<file path="src/rtl/sdram_bist_pkg.sv">
// Shared types and LFSR definition for the SDRAM Wishbone BIST.
package sdram_bist_pkg;

   typedef enum logic [2:0] {
      IDLE   = 3'd0,
      WRITE  = 3'd1,
      WDRAIN = 3'd2,
      READ   = 3'd3,
      RDRAIN = 3'd4,
      DONE   = 3'd5
   } state_t;

   localparam int LFSR_TAP_A = 31;
   localparam int LFSR_TAP_B = 21;
   localparam int LFSR_TAP_C = 1;
   localparam int LFSR_TAP_D = 0;

   function automatic logic [31:0] lfsr_next(input logic [31:0] d);
      return {d[30:0], d[LFSR_TAP_A] ^ d[LFSR_TAP_B] ^ d[LFSR_TAP_C] ^ d[LFSR_TAP_D]};
   endfunction

endpackage

</file>
<file path="src/rtl/sdram_bist_if.sv">
// Pipelined Wishbone bus between the BIST master and the memory slave.
interface sdram_bist_if;
   logic [31:0] addr_o;
   logic [31:0] data_o;
   logic [31:0] data_i;
   logic [3:0]  sel_o;
   logic        stb_o;
   logic        cyc_o;
   logic        we_o;
   logic        stall_i;
   logic        ack_i;

   modport master (
      output addr_o, data_o, sel_o, stb_o, cyc_o, we_o,
      input  data_i, stall_i, ack_i
   );

   modport slave (
      input  addr_o, data_o, sel_o, stb_o, cyc_o, we_o,
      output data_i, stall_i, ack_i
   );
endinterface

</file>
<file path="src/rtl/sdram_bist_lfsr.sv">
// 32-bit pattern LFSR: synchronous load of SEED takes priority over advance.
module sdram_bist_lfsr
   import sdram_bist_pkg::*;
#(
   parameter logic [31:0] SEED = 32'h1234_5678
) (
   input  logic        clk,
   input  logic        rst,
   input  logic        load,
   input  logic        advance,
   output logic [31:0] value
);

   always_ff @(posedge clk or posedge rst) begin
      if (rst)          value <= SEED;
      else if (load)    value <= SEED;
      else if (advance) value <= lfsr_next(value);
   end

endmodule

</file>
<file path="src/rtl/sdram_bist.sv">
// Write-then-read-back Wishbone memory BIST with bounded outstanding requests.
// Optional cycle counter is enabled by defining SDRAM_BIST_PERF_EN.
module sdram_bist
   import sdram_bist_pkg::*;
#(
   parameter logic [31:0] BASE_ADDR       = 32'h0000_0000,
   parameter int          WORDS           = 1024,
   parameter int          MAX_OUTSTANDING = 4,
   parameter logic [31:0] SEED            = 32'h1234_5678
) (
   input  logic                clk_i,
   input  logic                rst_i,
   input  logic                start_i,
   sdram_bist_if.master        bus,
   output logic                busy_o,
   output logic                done_o,
   output logic                pass_o,
   output logic [15:0]         err_count_o,
   output logic [31:0]         err_addr_o,
   output logic [31:0]         cycles_o
);

   localparam logic [20:0] LAST_REQ = 21'(WORDS - 1);
   localparam logic [3:0]  MAX_OUT  = 4'(MAX_OUTSTANDING);

   state_t      state, state_next;
   logic [20:0] req_count;
   logic [3:0]  outstanding;
   logic [31:0] exp_addr;
   logic [31:0] gen_value;
   logic [31:0] chk_value;
   logic [31:0] req_addr;
   logic        start_run;
   logic        accept;
   logic        ack_valid;
   logic        read_ack;
   logic        read_start;
   logic        mismatch;
   logic        last_req;

   assign req_addr   = BASE_ADDR + {9'd0, req_count, 2'b00};
   assign start_run  = start_i && (state == IDLE || state == DONE);
   assign accept     = bus.stb_o && !bus.stall_i;
   assign ack_valid  = bus.ack_i && (outstanding != 4'd0);
   assign read_ack   = ack_valid && (state == READ || state == RDRAIN);
   assign read_start = (state == WDRAIN) && (outstanding == 4'd0);
   assign mismatch   = read_ack && (bus.data_i != chk_value);
   assign last_req   = (req_count == LAST_REQ);

   always_ff @(posedge clk_i or posedge rst_i) begin
      if (rst_i) state <= IDLE;
      else       state <= state_next;
   end

   // Bus outputs decode straight from state so reset drops cyc/stb at once.
   always_comb begin
      state_next  = state;
      busy_o      = 1'b0;
      done_o      = 1'b0;
      bus.cyc_o   = 1'b0;
      bus.stb_o   = 1'b0;
      bus.we_o    = 1'b0;
      bus.addr_o  = 32'd0;
      bus.data_o  = 32'd0;
      bus.sel_o   = 4'hF;
      case (state)
         IDLE: begin
            if (start_i) state_next = WRITE;
         end
         WRITE: begin
            busy_o     = 1'b1;
            bus.cyc_o  = 1'b1;
            bus.we_o   = 1'b1;
            bus.stb_o  = (outstanding < MAX_OUT) && (req_count <= LAST_REQ);
            bus.addr_o = req_addr;
            bus.data_o = gen_value;
            if (accept && last_req) state_next = WDRAIN;
         end
         WDRAIN: begin
            busy_o    = 1'b1;
            bus.cyc_o = 1'b1;
            if (outstanding == 4'd0) state_next = READ;
         end
         READ: begin
            busy_o     = 1'b1;
            bus.cyc_o  = 1'b1;
            bus.stb_o  = (outstanding < MAX_OUT) && (req_count <= LAST_REQ);
            bus.addr_o = req_addr;
            if (accept && last_req) state_next = RDRAIN;
         end
         RDRAIN: begin
            busy_o    = 1'b1;
            bus.cyc_o = 1'b1;
            if (outstanding == 4'd0) state_next = DONE;
         end
         DONE: begin
            done_o = 1'b1;
            if (start_i) state_next = WRITE;
         end
         default: state_next = IDLE;
      endcase
   end

   assign pass_o = done_o && (err_count_o == 16'd0);

   // Request index restarts for each pass; outstanding nets accept against ack.
   always_ff @(posedge clk_i or posedge rst_i) begin
      if (rst_i) begin
         req_count   <= 21'd0;
         outstanding <= 4'd0;
      end else begin
         if (start_run || read_start) req_count <= 21'd0;
         else if (accept)             req_count <= req_count + 21'd1;
         case ({accept, ack_valid})
            2'b10:   outstanding <= outstanding + 4'd1;
            2'b01:   outstanding <= outstanding - 4'd1;
            default: outstanding <= outstanding;
         endcase
      end
   end

   sdram_bist_lfsr #(.SEED(SEED)) u_gen (
      .clk     (clk_i),
      .rst     (rst_i),
      .load    (start_run),
      .advance (accept && state == WRITE),
      .value   (gen_value)
   );

   sdram_bist_lfsr #(.SEED(SEED)) u_chk (
      .clk     (clk_i),
      .rst     (rst_i),
      .load    (read_start),
      .advance (read_ack),
      .value   (chk_value)
   );

   // Acks return in request order, so exp_addr names the word being checked.
   always_ff @(posedge clk_i or posedge rst_i) begin
      if (rst_i) begin
         exp_addr    <= 32'd0;
         err_count_o <= 16'd0;
         err_addr_o  <= 32'd0;
      end else if (start_run) begin
         exp_addr    <= 32'd0;
         err_count_o <= 16'd0;
         err_addr_o  <= 32'd0;
      end else begin
         if (read_start)    exp_addr <= BASE_ADDR;
         else if (read_ack) exp_addr <= exp_addr + 32'd4;
         if (mismatch) begin
            if (err_count_o == 16'd0)     err_addr_o  <= exp_addr;
            if (err_count_o != 16'hFFFF)  err_count_o <= err_count_o + 16'd1;
         end
      end
   end

`ifdef SDRAM_BIST_PERF_EN
   always_ff @(posedge clk_i or posedge rst_i) begin
      if (rst_i)                                 cycles_o <= 32'd0;
      else if (start_run)                        cycles_o <= 32'd0;
      else if (busy_o && cycles_o != 32'hFFFF_FFFF) cycles_o <= cycles_o + 32'd1;
   end
`else
   assign cycles_o = 32'd0;
`endif

endmodule

</file>
<file path="src/flat_wrapper.sv">
// flat-port wrapper written by rule: the top's interface ports become plain ports
module sdram_bist_flat import sdram_bist_pkg::*;
#(
   parameter logic [31:0] BASE_ADDR       = 32'h0000_0000,
   parameter int          WORDS           = 1024,
   parameter int          MAX_OUTSTANDING = 4,
   parameter logic [31:0] SEED            = 32'h1234_5678
)
  (clk_i, rst_i, start_i, busy_o, done_o, pass_o, err_count_o, err_addr_o, cycles_o, bus_addr_o, bus_data_o, bus_sel_o, bus_stb_o, bus_cyc_o, bus_we_o, bus_data_i, bus_stall_i, bus_ack_i);
  sdram_bist_if bus_i ();
  input  logic clk_i;
  input  logic rst_i;
  input  logic start_i;
  output logic busy_o;
  output logic done_o;
  output logic pass_o;
  output logic [15:0] err_count_o;
  output logic [31:0] err_addr_o;
  output logic [31:0] cycles_o;
  output wire logic [$bits(bus_i.addr_o)-1:0] bus_addr_o;
  output wire logic [$bits(bus_i.data_o)-1:0] bus_data_o;
  output wire logic [$bits(bus_i.sel_o)-1:0] bus_sel_o;
  output wire logic [$bits(bus_i.stb_o)-1:0] bus_stb_o;
  output wire logic [$bits(bus_i.cyc_o)-1:0] bus_cyc_o;
  output wire logic [$bits(bus_i.we_o)-1:0] bus_we_o;
  input wire logic [$bits(bus_i.data_i)-1:0] bus_data_i;
  input wire logic [$bits(bus_i.stall_i)-1:0] bus_stall_i;
  input wire logic [$bits(bus_i.ack_i)-1:0] bus_ack_i;
  assign bus_addr_o = bus_i.addr_o;
  assign bus_data_o = bus_i.data_o;
  assign bus_sel_o = bus_i.sel_o;
  assign bus_stb_o = bus_i.stb_o;
  assign bus_cyc_o = bus_i.cyc_o;
  assign bus_we_o = bus_i.we_o;
  assign bus_i.data_i = bus_data_i;
  assign bus_i.stall_i = bus_stall_i;
  assign bus_i.ack_i = bus_ack_i;
  sdram_bist #(.BASE_ADDR(BASE_ADDR), .WORDS(WORDS), .MAX_OUTSTANDING(MAX_OUTSTANDING), .SEED(SEED)) u_core (.clk_i(clk_i), .rst_i(rst_i), .start_i(start_i), .bus(bus_i), .busy_o(busy_o), .done_o(done_o), .pass_o(pass_o), .err_count_o(err_count_o), .err_addr_o(err_addr_o), .cycles_o(cycles_o));
endmodule
</file>
<file path="config.mk">
export PLATFORM = sky130hd
export DESIGN_NAME = sdram_bist_flat
export DESIGN_NICKNAME = d
export VERILOG_FILES = /design/src/rtl/sdram_bist_pkg.sv /design/src/rtl/sdram_bist_if.sv /design/src/rtl/sdram_bist_lfsr.sv /design/src/rtl/sdram_bist.sv /design/src/flat_wrapper.sv
export SDC_FILE = /design/constraint.sdc
export NUM_CORES = 1
export LEC_CHECK = 0
export ABC_AREA = 1
export BUFFER_PORTS_ARGS = -buffer_cell sky130_fd_sc_hd__buf_4
export CORE_MARGIN = 2
export CORE_UTILIZATION = 53
export CTS_BUF_LIST = sky130_fd_sc_hd__clkbuf_4 sky130_fd_sc_hd__clkbuf_8
export DETAILED_ROUTE_END_ITERATION = 10
export PLACE_DENSITY = 0.88
export SLEW_MARGIN = 20
export SYNTH_ARGS = -nofsm -noshare
export SYNTH_HDL_FRONTEND = slang
export SYNTH_SLANG_ARGS = --single-unit
</file>
<file path="constraint.sdc">
create_clock -name clk_i -period 6.45 [get_ports clk_i]
set_input_delay 1.29 -clock clk_i [delete_from_list [all_inputs] [get_ports clk_i]]
set_output_delay 1.29 -clock clk_i [all_outputs]
set_load 0.05 [all_outputs]
</file>
# After elaboration in Yosys (flattened, before gate mapping)

Cells that the tools add are included.

Flip-flop bits (word level): 172
Input bits: 37
Output and inout port bits: 154

$add $sub $neg: 5
Magnitude comparators: 2
Eq/ne operators: 15
Multiplexer cells: 28
Bitwise logic cells: 6
Reduce and logical (&&, ||, !) cells: 32

Operators with widths:

| cell                  | number |
|---|---|
| $mux 32               | 11 |
| $mux 16               | 3 |
| $mux 21               | 2 |
| $add 32x3->32 const B | 1 |
| $ne 32x32->1          | 1 |
| $mux 23               | 1 |
| $add 21x1->21 const B | 1 |
| $eq 21x10->1 const B  | 1 |
| $le 21x10->1 const B  | 1 |
| $add 16x1->16 const B | 1 |
| $logic_not 16->1      | 1 |
| $ne 16x16->1 const B  | 1 |
| $mux 3                | 5 |
| $pmux 3 s5            | 1 |
| $reduce_bool 2->1     | 7 |
| $logic_and 1x1->1     | 10 |
| $pmux 4 s2            | 1 |
| $eq 3x2->1 const B    | 2 |
| $eq 3x3->1 const B    | 2 |
| $ne 2x2->1 const B    | 3 |
| $xor 1x1->1           | 6 |
| $reduce_and 5->1      | 1 |
| $add 4x1->4 const B   | 1 |
| $logic_not 4->1       | 1 |
| other kinds (15)      | 23 |

# Longest topological paths before layout

Depth in word-level cells: 7
Gate-level depth with buffers: 17

# Cells and area by module

A second synthesis with hierarchy kept.

Cell total of the unflattened synthesis: 1218
Area, all modules: 9650.5 um^2

By module, submodules not included:

| module          | times used | cells an instance | area each (um^2) |
|---|---|---|---|
| sdram_bist      | 1          | 982               | 6998.0 |
| sdram_bist_lfsr | 2          | 118               | 1326.3 |

# Least setup slack after synthesis

No wires, ideal clock.

Path type: register to output
Start point: reg u_core.err_count_o[0]
End point: out pass_o
Data arrival time: 2.596 ns
Data required time: 5.160 ns
Path slack: 2.564 ns
Cell stages (with the launch flop): 7
Buffers on the path: 0
Cells stage by stage: dfrtp_1 > inv_1 > ha_1 > inv_1 > nor2_1 > nand4_1 > nor4_1

Longest elaborated chain between the ends: 2

Ends and longest elaborated chain:

| item                     | RTL line           | text |
|---|---|---|
| start: declaration       | sdram_bist.sv:18   | `output logic [15:0] err_count_o,` |
| start signal: assignment | sdram_bist.sv:153  | `if (err_count_o != 16'hFFFF) err_count_o <= err_count_o + 16'd1;` |
| $logic_not 16->1         | sdram_bist.sv:104  | `assign pass_o = done_o && (err_count_o == 16'd0);` |
| $logic_and 1x1->1        | sdram_bist.sv:104  |  |
| end: declaration         | flat_wrapper.sv:16 | `output logic pass_o;` |

No other way between the ends.

# Worst setup path in the final report

Start point: reg u_core.state[2]
End point: out bus_cyc_o

Longest elaborated chain between the ends: 3
Elaborated cells between the ends (all ways): 6

Ends and longest elaborated chain:

| item                                     | RTL line           | text |
|---|---|---|
| start: declaration                       | sdram_bist.sv:26   | `state_t state, state_next;` |
| start signal: assignment                 | sdram_bist.sv:52   | `else state <= state_next;` |
| $eq 3x1->1, or another cell as far along | sdram_bist.sv:66   | `case (state)` |
| $reduce_or 4->1 (no source line) *       | --                 |  |
| $mux 1 *                                 | sdram_bist.sv:66   |  |
| end: declaration                         | flat_wrapper.sv:24 | `output wire logic [$bits(bus_i.cyc_o)-1:0] bus_cyc_o;` |

Mark *: on every way between the ends. The rest lies on a longest branch, timed or not.

==> impl_metrics.yaml <==
synth:
  synthMuxAreaShare: 0
  yosysSeqAreaShare: 0.438
  mappedNetlistArea_um2: 9720
  synth_top_family_by_area: "simple AND/OR/NAND/NOR gates"
  synth_xor_area_frac: 0.0460
  ys_warn_count: 0
  synthDistinctLibCells: 47
  synth_top_area_frac: 0.368
  synth_compound_area_frac: 0.0515
  syn_inst: 1272
  yosys.area.top_type: "dfrtp_1"
  synth_area_leaders: "dfrtp_1 (37%), nand2_1 (11%), nand3_1 (7.8%), dfstp_2 (7.0%), nor2_1 (6.4%)"
  avgSynthCellArea_um2: 7.64
  yosys.area_share.simple: 0.322
  synth_fa_ha_area_frac: 0.0111
  ys_ff_latch: 169
min_path:
  min_path_cells: 1
  holdPathEnd: "u_core.outstanding[3]"
  min_from: "u_core.outstanding[3]"
  hold_path.class: "flop to flop"
global_route:
  grt_max_degree: 89
  busiest_layer: "met2"
  met3_usage: 0.0471
  globalRouteMet1Util: 0.339
  grt_overflow_total: 0
  grt_util_met2: 0.402
  antenna_found_initial: 0
  globalRouteTotalUtil: 0.251
  grt_pass1_wl_um: 40600
  grt_pass1_vias: 8542
critical_path:
  worstPathMaxFanout: 30
  reg2regPathDepth: 7
  worstSetupStartpoint: "u_core.state[2]"
  r2r-start: "u_core.state[2]"
  cp.arrival_ns: 2.91
  startpoint_type: "flop"
  rrSetupSlack_ns: 3.28
  r2r-end: "u_core.err_addr_o[1]"
  required_ns: 5.16
  critical_path_class: "flop to primary output"
  crit_path_end_kind: "primary output"
clock_network:
  clockRootBuffer: "clkbuf_8"
  clk_latency_ns: 0.45
  hold_buffers: 0
  cts_sinks: 169
  clk_pin_slew_ns: 0.08
  htreeDepth: 4
  cts_resized: 0
  cts_tree: "yes"
  cts_setup_buffers: 0
  cts_buffers: 17
  clockBufferDepth: 2
die:
  start_util: 0.541
  rows: 49
  dieHeight_um: 139
  core_region_area_um2: 18000
  pin_count: 191
  die_w_um: 139
  die_area_um2: 19400
timing:
  fin_crit_sh: 0.651
  period_minus_slack_ns: 4.20
  setup_tns_ns: 0
  finalSetupViolCount: 0
  layout_setup_ws_ns: 2.25
  slew_headroom: 0.374
  finalHoldViolations: 0
  finClkSkew_ns: 0.0162
  max_slew.worst_pin.slew_ns: 0.938
  rsz0062_at_grt: "false"
  final_max_slew_viol_count: 0
  fmax_mhz: 238
place:
  placedCellCount: 1595
  post-dp-hpwl_um: 16500
  gp_congestion: 0.903
  numPortBuffers: 143
  post-place-ws_ns: 2.45
drt:
  antenna_left: 0
  vias: 8813
  wl_per_cell_um: 14.8
  drc: 0
  drtIter0Drc: 720
  via_per_inst: 5.42
  drt_pass1_iterations: 7
  wirelength_um: 24000
finish:
  diodes: 0
  nets: 1430
  layout-drive-gt1-share: 0.180
  stdcell_count: 1627
  syn_to_final_growth_pct: 13.9
power:
  leakage_nw: 5.76
  irDropWorstVdd_mv: 0.296
  powerDensity_nw_per_um2: 363
job:
  maxCapViolCount: 0
status:
  status: "finished, final reports clean"
kinds of logic after synthesis:
group / count (synthesis)
other: 2
flip-flops: 169
AO/OA/AOI/OAI: 84
AND/OR/NAND/NOR: 696
XOR/XNOR: 51
adder cells (fa/ha/maj): 8
buffers and inverters: 262
synth_stat cells, drive strengths merged:
| cell type | n |
|---|---|
| dfstp | 26 |
| xnor2 | 29 |
| nor2 | 175 |
| nand4 | 30 |
| a21oi | 17 |
| ha | 7 |
| and3 | 3 |
| nand3b | 3 |
| o31ai | 1 |
| nor3 | 26 |
| o211ai | 1 |
| buf | 87 |
| conb | 2 |
| nand3 | 156 |
| o21bai | 1 |
| a22oi | 9 |
| or2 | 2 |
| fa | 1 |
| nor4 | 4 |
| dfrtp | 143 |
| nand2 | 290 |
| clkbuf | 11 |
| inv | 164 |
| o22ai | 16 |
| a211oi | 1 |
| nor3b | 7 |
| o21ai | 35 |
| a22o | 1 |
| xor2 | 22 |
| o22a | 2 |
routing by layer:
layer	share of wire	up-vias
li1	-	4161
met1	0.42	4253
met2	0.49	341
met3	0.059	58
met4	0.029	0
met5	0	-
how the worst max path moves through the flow:
stage                            end  cells after the start
5_1_grt                    bus_cyc_o                      7
6_report                   bus_cyc_o                      7
2_1_floorplan  u_core.err_addr_o[10]                      1
4_1_cts                    bus_cyc_o                      7
3_5_place_dp    u_core.err_addr_o[1]                      7
3_3_place_gp    u_core.err_addr_o[1]                      7
flip-flops by register name, indices dropped and copies added, names as in the netlist:
register and count:
u_core.state 3, u_core.u_gen.value 32, u_core.err_count_o 16, u_core.outstanding 4
u_core.u_chk.value 32, u_core.exp_addr 30, u_core.err_addr_o 31, u_core.req_count 21
cell type report:
| type | instances | area (um2) |
|---|---|---|
| clock buffer | 19 | 249 |
| clock inverter | 13 | 178 |
| fill | 1531 | 6890 |
| inverter | 164 | 621 |
| multi-input combinational | 886 | 4370 |
| sequential | 169 | 4260 |
| tap | 229 | 287 |
| timing repair buffer | 147 | 1110 |
through the flow:
step,area [um2],util,power [mW],hold slack [ns]
global placement,10600,0.592,3.15,0.462
detailed placement,10600,0.592,3.20,0.466
global route,11100,0.616,4.26,0.505
floorplan,9890,-,2.86,0.445
finish,11100,0.616,4.02,0.477
CTS,11100,0.616,4.02,0.482
power by group:
part | switching (mW) | total (mW) | internal (mW) | leakage, nW
clock | 0.388 | 0.817 | 0.429 | 0.216
combinational | 1.26 | 1.73 | 0.473 | 3.31
sequential | 0.161 | 1.47 | 1.31 | 2.23
cells in the final DEF (no fill, tap or decap), drive strengths merged, types with 4 or more instances in the layout:
cell type and n:
nand2 290, nor2 175, inv 165, nand3 156, buf 147, dfrtp 143, conb 47, o21ai 35
nand4 30, xnor2 29, dfstp 26, nor3 26, xor2 22, clkbuf 19, a21oi 17, o22ai 16
a22oi 9, ha 7, nor3b 7, clkinv 6, nor4 4, bufinv 4
worst max-delay path, stage by stage, from the launching register on:
cell     delay, ns
dfrtp_1       0.42
inv_2         0.08
nand2_2       0.37
nor2_2        0.17
inv_1         0.72
nand2_1       0.15
or2_2         0.34
buf_4         0.20
Power figures use the tool's default switching activity.
